### config.mk
export PLATFORM = sky130hd
export DESIGN_NAME = hybrid_noc_router_output_arb
export DESIGN_NICKNAME = d
export VERILOG_FILES = /design/src/rtl/hybrid_noc_router_output_arb.sv
export SDC_FILE = /design/constraint.sdc
export NUM_CORES = 1
export LEC_CHECK = 0
export ABC_AREA = 1
export CAP_MARGIN = 5
export CORE_MARGIN = 10
export CORE_UTILIZATION = 42
export CTS_CLUSTER_SIZE = 12
export DETAILED_ROUTE_END_ITERATION = 10
export PLACE_DENSITY_LB_ADDON = 0.3
export SETUP_SLACK_MARGIN = 0.2
export SLEW_MARGIN = 20
export SYNTH_ARGS = -nofsm -noshare
export SYNTH_HDL_FRONTEND = slang
export SYNTH_SLANG_ARGS = --single-unit
### constraint.sdc
create_clock -name clk -period 4.65 [get_ports clk]
set_input_delay 0.93 -clock clk [delete_from_list [all_inputs] [get_ports clk]]
set_output_delay 0.93 -clock clk [all_outputs]
set_load 0.005 [all_outputs]
### src/rtl/hybrid_noc_router_output_arb.sv
// ---------------------------------------------------------------------------
// hybrid_noc_router_output_arb
//
// Output-port arbiter of a NoC router. PORTS input lookup stages compete for
// one output link. Arbitration is round-robin at packet granularity. A
// winner's packet holds the output until its last flit has transferred, so
// flits of different packets never interleave. The output is a single
// registered stage. It accepts a new flit whenever it is empty or being
// drained in the same cycle.
//
// Ports
//   clk        : clock, all state changes on the rising edge
//   rst        : asynchronous active-high reset
//   in_flit    : PORTS packed flits, input i in [i*FLIT_WIDTH +: FLIT_WIDTH]
//   in_valid   : per-input request for this output
//   in_last    : per-input last-flit-of-packet marker
//   in_ready   : per-input accept (combinational from in_valid/out_ready)
//   out_flit   : registered output flit
//   out_valid  : out_flit holds a valid flit
//   out_last   : registered last marker
//   out_ready  : downstream accepts out_flit
// ---------------------------------------------------------------------------
module hybrid_noc_router_output_arb #(
  parameter int FLIT_WIDTH = 32,
  parameter int PORTS      = 5
) (
  input  logic                        clk,
  input  logic                        rst,
  input  logic [PORTS*FLIT_WIDTH-1:0] in_flit,
  input  logic [PORTS-1:0]            in_valid,
  input  logic [PORTS-1:0]            in_last,
  output logic [PORTS-1:0]            in_ready,
  output logic [FLIT_WIDTH-1:0]       out_flit,
  output logic                        out_valid,
  output logic                        out_last,
  input  logic                        out_ready
);

  localparam int IDX_W = (PORTS > 1) ? $clog2(PORTS) : 1;

  typedef enum logic {IDLE, LOCKED} state_t;

  state_t                 state_q, state_d;
  logic [IDX_W-1:0]       gnt_q, gnt_d;
  logic [IDX_W-1:0]       prio_q, prio_d;
  logic [FLIT_WIDTH-1:0]  out_flit_q, out_flit_d;
  logic                   out_valid_q, out_valid_d;
  logic                   out_last_q, out_last_d;

  logic                   can_update;
  logic                   found;
  logic [IDX_W-1:0]       sel;
  logic [IDX_W-1:0]       cand;
  int                     scan_idx;
  logic [PORTS-1:0]       ready_c;
  logic [IDX_W-1:0]       winner;
  logic                   xfer;
  logic                   win_last;
  logic [FLIT_WIDTH-1:0]  win_flit;

  // Round-robin successor, wrapping PORTS-1 back to 0.
  function automatic logic [IDX_W-1:0] next_idx(input logic [IDX_W-1:0] v);
    if (v == IDX_W'(PORTS - 1)) return '0;
    else                        return v + 1'b1;
  endfunction

  // Arbitration and handshake
  always_comb begin
    can_update = ~out_valid_q | out_ready;

    // The first requester at or after prio, wrapping mod PORTS.
    found    = 1'b0;
    sel      = '0;
    cand     = '0;
    scan_idx = 0;
    for (int k = 0; k < PORTS; k++) begin
      scan_idx = int'(prio_q) + k;
      if (scan_idx >= PORTS) scan_idx = scan_idx - PORTS;
      cand = IDX_W'(scan_idx);
      if (!found && in_valid[cand]) begin
        found = 1'b1;
        sel   = cand;
      end
    end

    // A locked owner gets ready even during a gap. Everyone else is blocked.
    ready_c = '0;
    if (!rst && can_update) begin
      if (state_q == IDLE) begin
        if (found) ready_c[sel] = 1'b1;
      end else begin
        ready_c[gnt_q] = 1'b1;
      end
    end

    winner   = (state_q == IDLE) ? sel : gnt_q;
    xfer     = |(in_valid & ready_c);
    win_last = in_last[winner];
    win_flit = in_flit[int'(winner)*FLIT_WIDTH +: FLIT_WIDTH];
  end

  // Next state
  always_comb begin
    state_d     = state_q;
    gnt_d       = gnt_q;
    prio_d      = prio_q;
    out_flit_d  = out_flit_q;
    out_valid_d = out_valid_q;
    out_last_d  = out_last_q;

    if (xfer) begin
      out_flit_d  = win_flit;
      out_last_d  = win_last;
      out_valid_d = 1'b1;
      if (win_last) begin
        // Packet done: release the lock and rotate priority past the winner.
        state_d = IDLE;
        prio_d  = next_idx(winner);
      end else begin
        state_d = LOCKED;
        gnt_d   = winner;
      end
    end else if (out_ready) begin
      out_valid_d = 1'b0;
    end
  end

  always_ff @(posedge clk or posedge rst) begin
    if (rst) begin
      state_q     <= IDLE;
      gnt_q       <= '0;
      prio_q      <= '0;
      out_flit_q  <= '0;
      out_valid_q <= 1'b0;
      out_last_q  <= 1'b0;
    end else begin
      state_q     <= state_d;
      gnt_q       <= gnt_d;
      prio_q      <= prio_d;
      out_flit_q  <= out_flit_d;
      out_valid_q <= out_valid_d;
      out_last_q  <= out_last_d;
    end
  end

  assign in_ready  = ready_c;
  assign out_flit  = out_flit_q;
  assign out_valid = out_valid_q;
  assign out_last  = out_last_q;

endmodule

# Word level (Yosys, flattened, before mapping)
# Cells that the tools add are included.
# op_classes
n_div,0
n_lt_le_gt_ge,15
n_reduce_logical,16
multipliers,0
n_mux,39
bitwise_logic,4
shift,1
addsub,10
eq_ne,1
# op_table
op,count
$shiftx A160 B9 Y32,1
$mux W3,12
$lt A3 B4 Y1 const B,8
$bmux W1 S3,6
$ge A4 B3 Y1 const B,4
$mux W1,16
$mux W5,3
$sub A3 B3 Y3 const B,5
$add A3 B2 Y4 const B,2
$logic_and A1 B1 Y1,7
$demux W1 S3,2
$ge A3 B1 Y1 const B,2
$and A5 B5 Y5,1
$logic_not A1 Y1,5
$reduce_or A5 Y1,1
$add A3 B1 Y4 const B,1
$add A3 B3 Y4 const B,1
$reduce_and A2 Y1,2
$add A3 B1 Y3 const B,1
$eq A3 B3 Y1 const B,1
$ge A3 B3 Y1 const B,1
$not A1 Y1,2
$reduce_bool A2 Y1,1
$or A1 B1 Y1,1
# totals
latchBits,0
elab_cells,92
output_inout_bits,39
ff_bits,41
romBits,0
n_memories,0
mem_bits_rw,0

# Depth between registers and ports, before layout
# logic_depth
word_depth,27
depth_mapped,30
ltp_nobuf,28

# Worst setup path after synthesis
# No wires, ideal clock.
# synth_path
path_type,reg-to-output
startpoint,register prio_q[0]
endpoint,output in_ready[4]
arrival_time_ns,2.846
slack_ns,0.874
path_stages_with_launch,21
n_path_buf,2
cell_sequence,dfrtp_1 -> buf_4 -> inv_2 -> ha_1 -> inv_1 -> fa_1 -> inv_1 -> nand2_2 -> xor2_1 -> nand3_1 -> nand3_1 -> nand2_1 -> nand4_4 -> nor2_4 -> nand3_1 -> nand4_1 -> nand2_1 -> inv_2 -> clkbuf_1 -> nand2_1 -> inv_1
# synth_via
elab_chain_len,24
# synth_lines
item,line_no,text
from (decl),45,"logic [IDX_W-1:0] prio_q, prio_d;"
from (signal assigned),139,prio_q <= prio_d;
"parallel branches: the longest is 21 deep, another holds $add A3 B1 Y4",-,
$mux W5 (*),90,if (found) ready_c[sel] = 1'b1;
$mux W5 (*),89,if (state_q == IDLE) begin
$mux W5 (*),88,if (!rst && can_update) begin
to (decl),32,"output logic [PORTS-1:0] in_ready,"
# Every way passes the cells marked *. The select of a mux whose other input is x is not followed.

# Final worst setup path
# layout_path
startpoint,input in_valid[4]
endpoint,output in_ready[0]
# layout_via
elab_chain_len,22
# layout_lines
item,line_no,text
from (decl),30,"input logic [PORTS-1:0] in_valid,"
$bmux W1 S3,80,if (!found && in_valid[cand]) begin
$mux W1 (not written as such),80,
$mux W1,80,
$logic_not A1 Y1,80,
$logic_and A1 B1 Y1,80,
$mux W1,80,
$logic_not A1 Y1,80,
$logic_and A1 B1 Y1,80,
(+6 left out),-,
$mux W3,80,
$lt A3 B4 Y1 (not written as such) / $ge A3 B1 Y1 (equally long branches),90,
$logic_and A1 B1 Y1 (not written as such),90,
$mux W1 (not written as such),90,
$demux W1 S3,90,
$mux W5 (*),90,
$mux W5 (*),89,
$mux W5 (*),88,
# Every way passes the cells marked *; elsewhere a longest branch is shown, timed or not. The select of a mux whose other input is x is not followed.

==> flow_summary.toml <==
[outcome]
status = "completed"

[sta]
slew_headroom_pct = 48.7
timing.hold.ws_ns = 0.484
fin_tns_setup_ns = 0
fin_skew_ns = 0.00425
setup_viol = 0
setup_ws_ns = 0.307
maxSlewViolCount = 0
max_freq_mhz = 230
rsz0062_at_grt = "true"
post-route-period-util_pct = 93.4
hold_viol_final = 0
finalCriticalPeriod_ns = 4.34
worst_pin_slew_ns = 0.761

[finish]
stdcell_count = 1097
diodes = 0
drive_gt1_share_pct = 8.22
area_delta_synth_final_pct = 55.6
nets = 1144
stdcell_area_mm2 = 0.00679

[synth]
synth_cell_types = 32
synth_area_leaders = "nand2_1 (29%), dfrtp_1 (23%), inv_1 (8.9%), o211ai_1 (5.5%), nand3_1 (4.6%)"
syn-num-nets = 944
synth-async-reset-ratio_pct = 100
synth.top_cells.by_count = "nand2_1 (336), inv_1 (103), dfrtp_1 (41), nand3_1 (40), a21oi_1 (36)"
synth-edff-count = 0
yosys_warnings = 0
netlist.area_leader.share_pct = 28.9
synth_most_common_cell = "nand2_1"
yosysSeqAreaShare_pct = 23.5
ys.flop_type = "dfrtp_1"
synth.ff_latch_count = 41
synthDominantAreaCellType = "nand2_1"
postSynthAreaPerCell_um2 = 5.75
netlist_area_mm2 = 0.00437
syn_inst = 760

[die]
die_h_um = 122
die_area_mm2 = 0.0149
fp-row-count = 37
core_mm2 = 0.0102
top_level_ports = 212
initial_core_util_pct = 42.7
die_w_um = 122

[place]
gp_congestion = 0.851
dpl_cell_area_mm2 = 0.00657
port_buffers = 211
hpwl_um = 13600
pre_cts_slack_ns = 0.291
placed_cells = 1081

[route]
wl_per_cell_um = 15.2
drc_errors = 0
drt_pass1_iterations = 4
drt_iter0_markers = 326
drt-total-wl_um = 16700
via_per_inst = 4.79
ant_nets = 0
vias = 5254

[worst_setup_path]
end_kind = "output port"
cp-start-kind = "input port"
critPathMaxFanout = 8
worstPathRequired_ns = 3.72
reg2reg_depth = 26
path_class = "input port to output port"
cp_data_arrival_time_ns = 3.41

[clock_tree]
h-tree-depth = 2
cts_root_buffer = "clkbuf_8"
clk_latency_ns = 0.30
clkTransAtPathRegs_ns = 0.08
cts_tree = "yes"
clk_path_buf_depth = 2
hold_buffers = 0
cts.sinks = 41
numCtsBuffers = 5

[grt]
grt_max_degree = 52
track_usage_pct = 22.1
antenna_found_initial = 0
grt_pass1_wl_um = 26800
grt_overflow = 0
grt_pass1_vias = 5197

[power_and_ir_drop]
power_density_mw_per_mm2 = 882
p_leak_uw = 0.00353
vdd_ir_drop_max_uv = 689

[hold_path]
min_path_cells = 2
hold_class = "flop to flop"

[flow_run]
cap_violations = 0
-- metal layers --
metal	wire length, µm	vias up	global-route usage (%)
met2	8190	139	37.6
li1	-	2784	-
met1	6910	2319	26.2
met3	1410	12	8.09
met4	193	0	4.10
met5	0	-	0
-- final cells by class --
type,instances,area (µm²)
multi-input combinational,570,2770
timing repair buffer,230,2300
inverter,112,423
clock inverter,1,5.00
tap,136,170
fill,929,3440
clock buffer,7,96.3
sequential,41,1030
-- worst max-delay path, stage by stage --
cell and delay, ns:
clkdlybuf4s50_1 0.68, nand2_1 0.11, o21ai_2 0.17, nand2_2 0.13
nand4_1 0.15, nor2_1 0.07, nor2_2 0.16, nand3_2 0.12
nand2_4 0.12, nand2_1 0.05, nor2_1 0.08, nand2_1 0.08
inv_1 0.06, clkdlybuf4s50_1 0.49
-- flip-flops by register name, indices dropped and copies added (netlist names) --
signal,count
out_flit,32
gnt_q,3
out_last,1
out_valid,1
state_q,1
prio_q,3
-- timing repair --
| action | 4_1_cts | 5_1_grt |
|---|---|---|
| pin swaps | 1 | 7 |
| buffers inserted | 0 | 8 |
| endpoints found under the setup margin | 5 | 9 |
| gates resized for setup | 7 | 14 |
| endpoints found under the hold margin | 0 | 0 |
-- cells by family (layout without fill, tap and decap cells) --
group           Yosys count  count (layout)  share of synthesized area, %
flops                    41              41                          23.5
compound gates          127             127                          16.8
fa+ha+maj                11              11                          3.32
buf+inv                 149             350                          14.2
xor+xnor                  4               4                         0.974
simple gates            428             428                          41.2
-- through the flow --
step           power (µW)  util (%)
2_1_floorplan        4270         -
3_3_place_gp         5570      64.3
3_5_place_dp         5610      64.3
5_1_grt              6740      66.4
4_1_cts              5910      65.4
6_report             5990      66.4
-- cells in the final DEF (no fill, tap or decap), drive strengths merged, types with 9 or more instances in the layout --
cell type      count
dfrtp             41
nand2            349
inv              112
nor2              20
o211ai            32
ha                10
clkdlybuf4s50    207
nand3             46
a21oi             36
nand4              9
o21ai             55
buf               19
-- worst paths after layout --
| kind | from | endpoint | slack (ns) |
|---|---|---|---|
| max | in_valid[4] | in_ready[0] | 0.31 |
| min | out_flit[10]$_DFFE_PP0P_ | out_flit[10]$_DFFE_PP0P_ | 0.48 |
| max reg2reg | prio_q[0]$_DFFE_PP0P_ | gnt_q[2]$_DFFE_PP0P_ | 0.72 |
| min reg2reg | out_flit[10]$_DFFE_PP0P_ | out_flit[10]$_DFFE_PP0P_ | 0.48 |
| max in group asynchronous | rst | prio_q[1]$_DFFE_PP0P_ | 3.17 |
| min in group asynchronous | rst | out_valid$_DFFE_PP0P_ | 1.09 |
-- power by group --
group	switching [µW]	leakage (µW)	internal, µW	total (µW)
Combinational	3160	0.00296	1910	5070
Clock	129	0.0000542	134	263
Sequential	107	0.000513	547	655
Power figures use the tool's default switching activity.
